<file path="src/rtl/lc8951_pkg.sv">
// Shared types, timing defaults and chip address-register rule for the LC8951 host port.
package lc8951_pkg;

    typedef enum logic [2:0] {
        IDLE, A_SETUP, A_STROBE, A_HOLD, D_SETUP, D_STROBE, D_HOLD, FIN
    } state_t;

    localparam int SETUP_CYC_DEF  = 1;
    localparam int STROBE_CYC_DEF = 2;
    localparam int HOLD_CYC_DEF   = 1;
    localparam int CNT_W          = 8;

    localparam logic [3:0] REG_COMIN  = 4'h0;
    localparam logic [3:0] REG_IFSTAT = 4'h1;
    localparam logic [3:0] REG_DBCL   = 4'h2;
    localparam logic [3:0] REG_DBCH   = 4'h3;
    localparam logic [3:0] REG_HEAD0  = 4'h4;
    localparam logic [3:0] REG_STAT3  = 4'hF;

    // The chip only auto-increments a non-zero AR, and 15 wraps to 0 where it then sticks.
    function automatic logic [3:0] next_ar(input logic [3:0] ar);
        return (ar == 4'h0 || ar == 4'hF) ? 4'h0 : ar + 4'h1;
    endfunction

endpackage

</file>
<file path="src/rtl/lc8951_host_if.sv">
// Request/response and chip-bus signals between the CD controller, lc8951_host and the LC8951.
interface lc8951_host_if;
    logic       REQ;
    logic       WE;
    logic [3:0] ADDR;
    logic [3:0] LEN;
    logic [3:0] WDATA;
    logic       BUSY;
    logic       BEAT;
    logic [3:0] RDATA;
    logic       DONE;
    logic       nWR;
    logic       nRD;
    logic       RS;
    logic [3:0] BUS_OUT;
    logic [3:0] BUS_IN;

    modport master (
        input  REQ, WE, ADDR, LEN, WDATA, BUS_IN,
        output BUSY, BEAT, RDATA, DONE, nWR, nRD, RS, BUS_OUT
    );

    modport slave (
        output REQ, WE, ADDR, LEN, WDATA, BUS_IN,
        input  BUSY, BEAT, RDATA, DONE, nWR, nRD, RS, BUS_OUT
    );
endinterface

</file>
<file path="src/rtl/lc8951_phase_timer.sv">
// Loadable down-counter timing one bus phase; last is high in the phase's final cycle.
module lc8951_phase_timer
    import lc8951_pkg::*;
(
    input  logic             CLK_12M,
    input  logic             nRESET,
    input  logic             load,
    input  logic [CNT_W-1:0] load_val,
    output logic             last
);

    logic [CNT_W-1:0] cnt_q;

    always_ff @(posedge CLK_12M) begin
        if (!nRESET)                  cnt_q <= '0;
        else if (load)                cnt_q <= load_val;
        else if (cnt_q > CNT_W'(1))   cnt_q <= cnt_q - CNT_W'(1);
    end

    assign last = (cnt_q == CNT_W'(1));

endmodule

</file>
<file path="src/rtl/lc8951_host.sv">
// LC8951 register-port initiator: one AR write then 1..16 auto-incremented data beats.
// Build option LC8951_HOST_SKIPADDR_EN skips the AR write when the AR mirror already matches.
module lc8951_host
    import lc8951_pkg::*;
#(
    parameter int SETUP_CYC  = SETUP_CYC_DEF,
    parameter int STROBE_CYC = STROBE_CYC_DEF,
    parameter int HOLD_CYC   = HOLD_CYC_DEF
) (
    input  logic          CLK_12M,
    input  logic          nRESET,
    lc8951_host_if.master bus
);

    state_t           state_q, state_d;
    logic             we_q;
    logic [3:0]       addr_q, len_q, cnt_q, mirror_q;
    logic             mirror_vld_q;
    logic             ph_last, entering, accept, we_now, skip;
    logic [CNT_W-1:0] ph_len;

    assign accept   = (state_q == IDLE) && bus.REQ;
    assign we_now   = accept ? bus.WE : we_q;
    assign entering = (state_d != state_q);

`ifdef LC8951_HOST_SKIPADDR_EN
    assign skip = mirror_vld_q && (mirror_q == bus.ADDR);
`else
    // Mirror is still tracked so the skip build differs only here.
    assign skip = 1'b0 && mirror_vld_q && (mirror_q == bus.ADDR);
`endif

    lc8951_phase_timer u_timer (
        .CLK_12M  (CLK_12M),
        .nRESET   (nRESET),
        .load     (entering),
        .load_val (ph_len),
        .last     (ph_last)
    );

    always_ff @(posedge CLK_12M) begin
        if (!nRESET) state_q <= IDLE;
        else         state_q <= state_d;
    end

    always_comb begin
        state_d = state_q;
        case (state_q)
            IDLE:     if (bus.REQ) state_d = skip ? D_SETUP : A_SETUP;
            A_SETUP:  if (ph_last) state_d = A_STROBE;
            A_STROBE: if (ph_last) state_d = A_HOLD;
            A_HOLD:   if (ph_last) state_d = D_SETUP;
            D_SETUP:  if (ph_last) state_d = D_STROBE;
            D_STROBE: if (ph_last) state_d = D_HOLD;
            D_HOLD:   if (ph_last) state_d = (cnt_q == len_q) ? FIN : D_SETUP;
            FIN:      state_d = IDLE;
            default:  state_d = IDLE;
        endcase
    end

    always_comb begin
        ph_len = CNT_W'(1);
        case (state_d)
            A_SETUP, D_SETUP:   ph_len = CNT_W'(SETUP_CYC);
            A_STROBE, D_STROBE: ph_len = CNT_W'(STROBE_CYC);
            A_HOLD, D_HOLD:     ph_len = CNT_W'(HOLD_CYC);
            default:            ph_len = CNT_W'(1);
        endcase
    end

    // Outputs are decoded from state_d so every pin is a flop aligned with its phase.
    always_ff @(posedge CLK_12M) begin
        if (!nRESET) begin
            bus.nWR      <= 1'b1;
            bus.nRD      <= 1'b1;
            bus.RS       <= 1'b0;
            bus.BUS_OUT  <= '0;
            bus.BUSY     <= 1'b0;
            bus.BEAT     <= 1'b0;
            bus.DONE     <= 1'b0;
            bus.RDATA    <= '0;
            we_q         <= 1'b0;
            addr_q       <= '0;
            len_q        <= '0;
            cnt_q        <= '0;
            mirror_q     <= '0;
            mirror_vld_q <= 1'b0;
        end else begin
            bus.BUSY <= (state_d != IDLE);
            bus.DONE <= (state_d == FIN);
            bus.nWR  <= !((state_d == A_STROBE) || (state_d == D_STROBE && we_now));
            bus.nRD  <= !(state_d == D_STROBE && !we_now);
            bus.BEAT <= 1'b0;
            if (accept) begin
                we_q   <= bus.WE;
                addr_q <= bus.ADDR;
                len_q  <= bus.LEN;
                cnt_q  <= '0;
            end
            if (entering && state_d == A_SETUP) begin
                bus.RS      <= 1'b0;
                bus.BUS_OUT <= bus.ADDR;
            end
            if (entering && state_d == D_SETUP) begin
                bus.RS <= 1'b1;
                if (we_now) begin
                    bus.BUS_OUT <= bus.WDATA;
                    bus.BEAT    <= 1'b1;
                end
            end
            if (state_q == D_STROBE && ph_last && !we_q) begin
                bus.RDATA <= bus.BUS_IN;
                bus.BEAT  <= 1'b1;
            end
            if (state_q == A_HOLD && ph_last) begin
                mirror_q     <= addr_q;
                mirror_vld_q <= 1'b1;
            end
            if (state_q == D_HOLD && ph_last) begin
                mirror_q <= next_ar(mirror_q);
                if (cnt_q != len_q) cnt_q <= cnt_q + 4'h1;
            end
        end
    end

endmodule

</file>
<file path="src/flat_wrapper.sv">
// flat-port wrapper written by rule: the top's interface ports become plain ports
module lc8951_host_flat import lc8951_pkg::*;
#(
    parameter int SETUP_CYC  = SETUP_CYC_DEF,
    parameter int STROBE_CYC = STROBE_CYC_DEF,
    parameter int HOLD_CYC   = HOLD_CYC_DEF
)
  (CLK_12M, nRESET, bus_REQ, bus_WE, bus_ADDR, bus_LEN, bus_WDATA, bus_BUS_IN, bus_BUSY, bus_BEAT, bus_RDATA, bus_DONE, bus_nWR, bus_nRD, bus_RS, bus_BUS_OUT);
  lc8951_host_if bus_i ();
  input  logic CLK_12M;
  input  logic nRESET;
  input wire logic [$bits(bus_i.REQ)-1:0] bus_REQ;
  input wire logic [$bits(bus_i.WE)-1:0] bus_WE;
  input wire logic [$bits(bus_i.ADDR)-1:0] bus_ADDR;
  input wire logic [$bits(bus_i.LEN)-1:0] bus_LEN;
  input wire logic [$bits(bus_i.WDATA)-1:0] bus_WDATA;
  input wire logic [$bits(bus_i.BUS_IN)-1:0] bus_BUS_IN;
  output wire logic [$bits(bus_i.BUSY)-1:0] bus_BUSY;
  output wire logic [$bits(bus_i.BEAT)-1:0] bus_BEAT;
  output wire logic [$bits(bus_i.RDATA)-1:0] bus_RDATA;
  output wire logic [$bits(bus_i.DONE)-1:0] bus_DONE;
  output wire logic [$bits(bus_i.nWR)-1:0] bus_nWR;
  output wire logic [$bits(bus_i.nRD)-1:0] bus_nRD;
  output wire logic [$bits(bus_i.RS)-1:0] bus_RS;
  output wire logic [$bits(bus_i.BUS_OUT)-1:0] bus_BUS_OUT;
  assign bus_i.REQ = bus_REQ;
  assign bus_i.WE = bus_WE;
  assign bus_i.ADDR = bus_ADDR;
  assign bus_i.LEN = bus_LEN;
  assign bus_i.WDATA = bus_WDATA;
  assign bus_i.BUS_IN = bus_BUS_IN;
  assign bus_BUSY = bus_i.BUSY;
  assign bus_BEAT = bus_i.BEAT;
  assign bus_RDATA = bus_i.RDATA;
  assign bus_DONE = bus_i.DONE;
  assign bus_nWR = bus_i.nWR;
  assign bus_nRD = bus_i.nRD;
  assign bus_RS = bus_i.RS;
  assign bus_BUS_OUT = bus_i.BUS_OUT;
  lc8951_host #(.SETUP_CYC(SETUP_CYC), .STROBE_CYC(STROBE_CYC), .HOLD_CYC(HOLD_CYC)) u_core (.CLK_12M(CLK_12M), .nRESET(nRESET), .bus(bus_i));
endmodule
</file>
<file path="config.mk">
export PLATFORM = sky130hd
export DESIGN_NAME = lc8951_host_flat
export DESIGN_NICKNAME = d
export VERILOG_FILES = /design/src/rtl/lc8951_pkg.sv /design/src/rtl/lc8951_host_if.sv /design/src/rtl/lc8951_phase_timer.sv /design/src/rtl/lc8951_host.sv /design/src/flat_wrapper.sv
export SDC_FILE = /design/constraint.sdc
export NUM_CORES = 1
export LEC_CHECK = 0
export CAP_MARGIN = 40
export CORE_UTILIZATION = 46
export DETAILED_ROUTE_END_ITERATION = 10
export GPL_ROUTABILITY_DRIVEN = 0
export PLACE_DENSITY = 0.81
export RECOVER_POWER = 50
export SETUP_SLACK_MARGIN = 0.4
export SYNTH_ARGS = -nofsm -noshare
export SYNTH_HDL_FRONTEND = slang
export SYNTH_SLANG_ARGS = --single-unit
</file>
<file path="constraint.sdc">
create_clock -name CLK_12M -period 2.1 [get_ports CLK_12M]
set_input_delay 0.21 -clock CLK_12M [delete_from_list [all_inputs] [get_ports CLK_12M]]
set_output_delay 0.21 -clock CLK_12M [all_outputs]
set_load 0.02 [all_outputs]
</file>
==> Word-level counts from Yosys, hierarchy flattened <==
Index checks and enable logic that the tools add are counted.
{ "word_totals": {"reg_bits": 34, "latchBits": 0, "ram_bits": 0, "rom_bits": 0, "out_inout_bits": 14, "mem_count": 0} }
{ "op_classes": {"add_sub_neg": 2, "n_mul": 0, "div_mod_pow": 0, "magnitude_cmp": 1, "n_eq_ne": 16, "shifts": 0, "mux": 24, "bitwise": 0, "n_reduce_logical": 18} }
{ "ops": {"columns": ["op", "n"], "rows": [
  ["4-bit two-way mux", 6],
  ["3-bit one-hot mux with 8 select lines", 1],
  ["3-bit == test (second input constant)", 7],
  ["3-bit two-way mux", 7],
  ["8-bit two-way mux", 2],
  ["3-bit by 2-bit == test with 1-bit output (second input constant)", 3],
  ["8-bit by 1-bit == test with 1-bit output (second input constant)", 1],
  ["8-bit by 1-bit greater-than comparator with 1-bit output (second input constant)", 1],
  ["1-bit logical AND", 8],
  ["8-bit by 1-bit subtractor with 8-bit output (second input constant)", 1],
  ["3-bit by 1-bit == test with 1-bit output (second input constant)", 2],
  ["1-bit two-way mux", 6],
  ["4-bit by 1-bit adder with 4-bit output (second input constant)", 1],
  ["4-bit == test", 1],
  ["1-bit zero test", 4],
  ["2-bit two-way mux", 2],
  ["4-bit != test", 1],
  ["2-bit nonzero test", 2],
  ["3-bit zero test", 1],
  ["3-bit != test", 1],
  ["3-bit nonzero test", 1],
  ["2-bit OR reduction", 1],
  ["1-bit logical OR", 1]
]} }

==> Depth between registers and ports, before layout <==
Gate-level depths: netlist (run 1).
{ "logic_depth": {"ltp_word": 9, "depth_mapped": 8, "depth_no_buf": 7} }

==> Cells and area by module <==
Synthesis (run 1) repeated with hierarchy kept, for this count alone.
{ "hier_totals": {"hier_cells": 210, "area_unflattened_um2": 1829.3} }
{ "by_module_without_submodules": {"columns": ["mod", "n_inst", "cells_each", "area_per_inst_um2", "seq_area_each_um2"], "rows": [
  ["lc8951_host", 1, 155, 1348.8, 520.5],
  ["lc8951_phase_timer", 1, 55, 480.5, 160.2]
]} }

==> Worst setup path before layout (run 1) <==
Ideal clock, no wire load.
{ "synth_path": {"path_kind": "register -> register", "startpoint": "register u_core.u_timer.cnt_q[1]", "endpoint": "register u_core.cnt_q[2]", "arrival_time_ns": 2.007, "required_time_ns": 2.025, "setup_slack_ns": 0.018, "path_stages_with_launch": 9, "period_less_slack_ns": 2.082, "cell_sequence": "dfxtp_1 inv_1 ha_1 nor3b_1 nand2_2 or4_1 buf_2 or3b_1 a31oi_1"} }
{ "synth_between": {"elab_chain_cells": 3} }
{ "synth_lines": {"columns": ["element", "line", "rtl"], "rows": [
  ["start, declared", "lc8951_phase_timer.sv:12", "logic [CNT_W-1:0] cnt_q;"],
  ["start signal, assigned", "lc8951_phase_timer.sv:16", "else if (load) cnt_q <= load_val;"],
  ["start signal, assigned", "lc8951_phase_timer.sv:17", "else if (cnt_q > CNT_W'(1)) cnt_q <= cnt_q - CNT_W'(1);"],
  ["8-bit by 1-bit == test with 1-bit output", "lc8951_phase_timer.sv:20", "assign last = (cnt_q == CNT_W'(1));"],
  ["1-bit logical AND", "lc8951_host.sv:119", "if (state_q == D_HOLD && ph_last) begin"],
  ["4-bit two-way mux", "lc8951_host.sv:119", null],
  ["end signal, assigned", "lc8951_host.sv:121", "if (cnt_q != len_q) cnt_q <= cnt_q + 4'h1;"],
  ["end, declared", "lc8951_host.sv:17", "logic [3:0] addr_q, len_q, cnt_q, mirror_q;"]
]} }
Every way passes these cells.
A chain may end at the register's enable or synchronous reset.

==> Final worst setup path (run 1) <==
{ "layout_path": {"startpoint": "register u_core.state_q[1]", "endpoint": "register u_core.cnt_q[3]"} }
{ "layout_between": {"elab_chain_cells": 5, "elab_cells_between_ends": 7, "cone_classes": "eq/ne: 1; mux: 3; reduce/logical: 3"} }
{ "layout_lines": {"columns": ["element", "line", "rtl"], "rows": [
  ["start, declared", "lc8951_host.sv:15", "state_t state_q, state_d;"],
  ["start signal, assigned", "lc8951_host.sv:43", "else state_q <= state_d;"],
  ["3-bit zero test", "lc8951_host.sv:22", "assign accept = (state_q == IDLE) && bus.REQ;"],
  ["1-bit logical AND", "lc8951_host.sv:22", null],
  ["4-bit two-way mux", "lc8951_host.sv:94", "if (accept) begin"],
  ["4-bit two-way mux", "lc8951_host.sv:121", null],
  ["4-bit two-way mux (*)", "lc8951_host.sv:119", null]
]} }
Mark *: on every way between the ends. The rest lies on a longest branch, timed or not.

==> results of run 1 <==
==> worst max-delay path, stage by stage (launching register included) <==
cell	delay, ps
dfxtp_1	350
or4b_1	650
clkbuf_1	320
and3_4	260
o31a_1	230
==> metal layers <==
metal / share of wire / GRT usage
met1: 0.44 / 0.281
met2: 0.50 / 0.401
met3: 0.051 / 0.0511
met4: 0.013 / 0.0930
met5: 0 / 0
==> synth_stat cells (all sizes together) <==
library cell and number:
or4b 1, o32ai 1, nor2 25, nand2 9
o41ai 1, a21oi 7, nor3b 2, a311oi 1
o21ai 5, a22oi 1, o2bb2ai 1, xnor2 9
o2111a 1, mux2i 14, mux2 1, buf 3
a31oi 1, and3 1, o221ai 1, nand3 6
or2 2, or2b 1, or3b 3, nand3b 1
clkbuf 8, nand2b 1, or3 1, dfxtp 34
o21a 5, and4 1, ha 3, a211oi 1
nor4 9, nor3 10, o31a 2, nand4 2
or4 2, a41oi 1, nor2b 1, inv 5
a21o 1, xor2 1, nand4b 3, and2 2
==> registers in the layout (all words and copies together), names as in the netlist <==
name	count
u_core.bus.nWR	1
u_core.bus.RS	1
u_core.bus.RDATA	4
u_core.cnt_q	4
u_core.bus.DONE	1
u_core.bus.BUSY	1
u_core.state_q	3
u_core.we_q	1
u_core.bus.BEAT	1
u_core.bus.nRD	1
u_core.u_timer.cnt_q	8
u_core.len_q	4
u_core.bus.BUS_OUT	4
==> stage by stage <==
| step | instance area, um^2 | power [mW] | setup WS, ps |
|---|---|---|---|
| after CTS | 2390 | 2.72 | 207 |
| after floorplan | 1740 | 1.71 | 210 |
| final | 2500 | 2.99 | 170 |
| after global placement | 2180 | 2.05 | 13.3 |
| after detailed placement | 2180 | 2.07 | -24.7 |
| after global routing | 2500 | 3.18 | 69.5 |
==> worst paths after layout <==
kind | start | to | cells after the start
setup reg to reg | u_core.state_q[1] | u_core.cnt_q[3] | 4
hold reg to reg | u_core.bus.RDATA[2] | u_core.bus.RDATA[2] | 2
hold / removal | u_core.bus.RDATA[2] | u_core.bus.RDATA[2] | 2
setup / recovery | u_core.state_q[1] | u_core.cnt_q[3] | 4
==> cell families after synthesis <==
logic type	Yosys count	synth area share
xor+xnor	10	0.0517
simple gates	83	0.275
mux	15	0.0894
fa+ha+maj	3	0.0222
compound gates	30	0.123
buf+inv	16	0.0369
flops	34	0.402
==> timing repair <==
action                     in CTS  in global routing
setup buffers                   6                  6
cloned                          0                  0
pin swaps                       6                  9
gates resized for setup        22                 19
setup endpoints to repair      24                 23
==> area by class of cell <==
class	count	area share
well taps	46	0.0230
clock inverters	2	0.00500
flip-flops and latches	34	0.278
multi-input cells	141	0.444
clock buffers	6	0.0330
inverters	5	0.00750
repair buffers	59	0.210
==> power breakdown <==
group | internal [mW] | switching (mW) | total, mW
Sequential | 0.759 | 0.140 | 0.899
Combinational | 0.832 | 0.751 | 1.58
Clock | 0.263 | 0.247 | 0.510
Total | 1.85 | 1.14 | 2.99
==> flow_metrics.py, run 1 <==
metrics = {
    "synthesis": {
        "synth_top_area_frac": 0.402,
        "synth_cell_type_count": 49,
        "ys_seq_area_frac": 0.402,
        "synth_warnings": 0,
        "synthTopCellsByArea": "dfxtp_1 (40%), mux2i_1 (8.3%), nor2_1 (5.5%), xnor2_1 (4.7%), nor3_1 (3.0%)",
        "ys_seq_elements": 34,
        "syn-num-nets": 214,
        "yosysTopAreaCell": "dfxtp_1",
        "synth_cells": 191,
        "syn-cell-area_um2": 1690,
        "synth_area_per_cell_um2": 8.87,
    },
    "setup_path": {
        "worst_setup_path_start_kind": "flop",
        "critPathKind": "reg -> reg",
        "r2r_slack_ps": 170,
        "cp-end-kind": "flop",
        "arrival_ps": 2110,
        "crit_path_max_fanout": 10,
        "worstPathRequired_ps": 2280,
    },
    "cells_and_area": {
        "area_growth_pct": 47.7,
        "nets": 269,
        "seq_area_um2": 696,
        "fillCellCount": 255,
        "final_core_util": 0.727,
        "multiInputGateArea_um2": 1110,
        "antenna_cells": 0,
        "fin_cells": 293,
        "layout-drive-gt1-share": 0.291,
        "final_cell_mix": "nor2_1 (24), dfxtp_1 (24), buf_4 (22)",
    },
    "routing": {
        "dr.first_iter.drc_count": 116,
        "drt-total-wl_mm": 4.45,
        "wl_per_cell_um": 15.2,
        "drc": 0,
        "ant_nets": 0,
        "drt_pre_antenna_iters": 4,
        "num_vias": 1640,
        "routed_via_density": 5.60,
    },
    "cts": {
        "hold_buffers": 0,
        "clockRootBuffer": "clkbuf_8",
        "clkSinkCount": 34,
        "clk_pin_slew_ps": 70,
        "clockBufferDepth": 2,
        "cts_tree": "done",
        "numCtsBuffers": 5,
        "htreeDepth": 2,
        "worstSkewPairLatency_ps": 290,
    },
    "floorplanning": {
        "dieArea_um2": 3930,
        "initial_core_util": 0.492,
        "chipWidth_um": 62.7,
        "core_um2": 3440,
        "rows": 21,
        "top_level_ports": 34,
        "die_h_um": 62.7,
    },
    "timing": {
        "fmaxAchievable_mhz": 518,
        "period_needed_ps": 1930,
        "fin_hold_ws_ps": 505,
        "fin_crit_sh": 0.919,
        "max-slew-margin-rel": 0.538,
        "setup_viol": 0,
        "drv_slew": 0,
        "tightest_slew_ps": 692,
        "clock_skew_ps": 7.39,
        "hold_violations": 0,
        "rsz0062_at_grt": "true",
        "finalSetupTns_ps": 0,
    },
    "pwr": {
        "ir_worst_vdd_uv": 779,
        "p_leak_nw": 0.980,
        "p_per_area_nw_per_um2": 1200,
    },
    "place": {
        "port_buffers": 33,
        "post-dp-hpwl_mm": 2.76,
        "dp_cells": 273,
    },
    "worst_hold_path": {
        "hold_class": "reg -> reg",
    },
    "grt": {
        "grt_pass1_wl_mm": 7.15,
        "grt_max_degree": 21,
        "grt-ovfl-total": 0,
        "track_usage": 0.234,
        "first_global_vias": 1536,
        "antenna_found_initial": 0,
    },
    "flow_run": {
        "cap_viol_max_count": 0,
    },
    "outcome": {
        "status": "completed",
    },
}
Note: power is estimated with default switching activity, not from simulation.
==> run 2: changes to the inputs <==
--- a/config.mk
+++ b/config.mk
@@ -6,10 +6,11 @@
 export NUM_CORES = 1
 export LEC_CHECK = 0
 export CAP_MARGIN = 40
-export CORE_UTILIZATION = 46
+export CORE_UTILIZATION = 62
 export DETAILED_ROUTE_END_ITERATION = 10
+export DONT_BUFFER_PORTS = 1
 export GPL_ROUTABILITY_DRIVEN = 0
-export PLACE_DENSITY = 0.81
+export PLACE_DENSITY = 0.84
 export RECOVER_POWER = 50
 export SETUP_SLACK_MARGIN = 0.4
 export SYNTH_ARGS = -nofsm -noshare
==> constraint.sdc (replaced) <==
create_clock -name CLK_12M -period 2.3 [get_ports CLK_12M]
set_input_delay 0.23 -clock CLK_12M [delete_from_list [all_inputs] [get_ports CLK_12M]]
set_output_delay 0.23 -clock CLK_12M [all_outputs]
set_load 0.02 [all_outputs]
==> flow_metrics.py, run 2 (synthesis results as in run 1) <==
metrics = {
    "outcome": {
        "status": "completed",
    },
    "routing": {
        "dr.first_iter.drc_count": 37,
        "drt_pre_antenna_iters": 4,
        "routed_via_density": 6.45,
        "drt-total-wl_mm": 4.09,
        "wl_per_cell_um": 17.6,
        "ant_nets": 0,
        "num_vias": 1503,
        "drc": 0,
    },
    "setup_path": {
        "worst_setup_path_start_kind": "flop",
        "crit_buf_inv": 2,
        "worstPathRequired_ps": 2540,
        "cpPeakStageDelay_ps": 600,
        "cp-end-kind": "flop",
        "crit_family": "simple AND/OR/NAND/NOR gates",
        "reg2reg_to": "u_core.cnt_q[3]",
        "crit_path_top_delay_cell": "or4b_1",
        "path_cells": "or4b_1, buf_4, clkbuf_1, and3_4, o31a_1",
        "critPathKind": "reg -> reg",
        "r2r_cells": 5,
        "r2r_slack_ps": 220,
        "crit_path_max_fanout": 11,
        "reg2reg_from": "u_core.state_q[1]",
        "arrival_ps": 2320,
    },
    "cells_and_area": {
        "antenna_cells": 0,
        "final_cell_mix": "dfxtp_1 (28), nor2_1 (25), mux2i_1 (14)",
        "layout-drive-gt1-share": 0.222,
        "final_core_util": 0.779,
        "final_area_um2": 1960,
        "top_register": "u_core.u_timer.cnt_q",
        "largest_register_ffs": 8,
        "multiInputGateArea_um2": 1030,
        "area_growth_pct": 16.0,
        "nets": 225,
        "final_common_cell": "dfxtp_1",
        "fillCellCount": 175,
        "seq_area_um2": 688,
    },
    "floorplanning": {
        "chipWidth_um": 54.3,
        "rows": 18,
        "dieArea_um2": 2950,
        "core_um2": 2520,
        "top_level_ports": 34,
        "die_h_um": 54.3,
        "initial_core_util": 0.672,
    },
    "worst_hold_path": {
        "hp-start": "nRESET",
        "whs_path_depth": 1,
        "hold_class": "in -> reg",
        "holdPathEnd": "u_core.bus.nWR",
    },
    "timing": {
        "fin_crit_sh": 0.905,
        "fin_hold_ws_ps": 33.0,
        "period_needed_ps": 2080,
        "max-slew-margin-rel": 0.563,
        "drv_slew": 0,
        "fmaxAchievable_mhz": 481,
        "finalSetupTns_ps": 0,
        "setup_viol": 0,
        "tightest_slew_ps": 655,
        "clock_skew_ps": 9.39,
        "rsz0062_at_grt": "true",
        "hold_violations": 0,
    },
    "flow_run": {
        "cap_viol_max_count": 0,
    },
    "cts": {
        "clockRootBuffer": "clkbuf_4",
        "clk_pin_slew_ps": 110,
        "cts_tree": "done",
        "worstSkewPairLatency_ps": 340,
        "clkSinkCount": 34,
        "clockBufferDepth": 2,
        "numCtsBuffers": 5,
        "htreeDepth": 2,
    },
    "place": {
        "placed_cell_area_um2": 1760,
        "port_buffers": 0,
        "post-dp-hpwl_mm": 2.53,
    },
    "grt": {
        "track_usage": 0.307,
        "grt_pass1_wl_mm": 6.18,
        "antenna_found_initial": 0,
        "grt-ovfl-total": 0,
        "grt_max_degree": 21,
        "first_global_vias": 1389,
    },
    "pwr": {
        "p_leak_nw": 0.745,
        "p_per_area_nw_per_um2": 1160,
        "ir_worst_vdd_uv": 1080,
    },
}
[run 2: cell types whose count changed in the layout (fill, tap and decap cells not counted), moves of 5 or more]
cell,change
clkdlybuf4s50_1,-18
buf_4,-10
nor4_1,+5
clkbuf_8,-6
dlygate4sd3_1,-12
clkbuf_4,+5
[run 2: timing repair]
item	in CTS	in global routing
pin swaps	4	6
endpoints found under the hold margin	2	1
hold buffers	1	1
buffers inserted	5	2
resized for setup	7	13
setup endpoints to repair	21	19
[run 2: metal layers]
metal	vias to the layer above	wire length (um)	global-route usage
met2	75	1920	0.476
met3	15	353	0.117
met5	-	0	0
li1	714	-	-
met1	699	1680	0.367
met4	0	133	0.158
[run 2: cell type report]
| type | count | area share |
|---|---|---|
| clock buffer | 5 | 0.0191 |
| clock inverter | 3 | 0.0204 |
| inverter | 5 | 0.00955 |
| multi-input combinational | 141 | 0.524 |
| sequential | 34 | 0.350 |
| tap | 30 | 0.0191 |
| timing repair buffer | 15 | 0.0580 |
[run 2: worst max-delay path by stage]
stage,to,slack (ps),cells after the start,start
after floorplan,u_core.cnt_q[3],410,8,u_core.u_timer.cnt_q[1]
after global placement,u_core.cnt_q[3],330,5,u_core.u_timer.cnt_q[2]
after detailed placement,u_core.cnt_q[3],260,7,u_core.u_timer.cnt_q[1]
after CTS,u_core.cnt_q[2],320,7,u_core.u_timer.cnt_q[1]
after global routing,u_core.cnt_q[3],150,5,u_core.state_q[1]
final,u_core.cnt_q[3],220,5,u_core.state_q[1]
[run 2: where the power goes]
part	internal [mW]	switching [mW]	total, mW
clock network	0.225	0.203	0.428
logic	0.472	0.565	1.04
registers	0.685	0.138	0.824
[run 2: stage by stage]
stage	power, mW	setup WS [ps]	std cells
floorplan	1.55	406	191
global placement	1.67	329	216
CTS	2.27	317	230
finish	2.29	219	233
detailed placement	1.72	258	216
global route	2.42	150	233
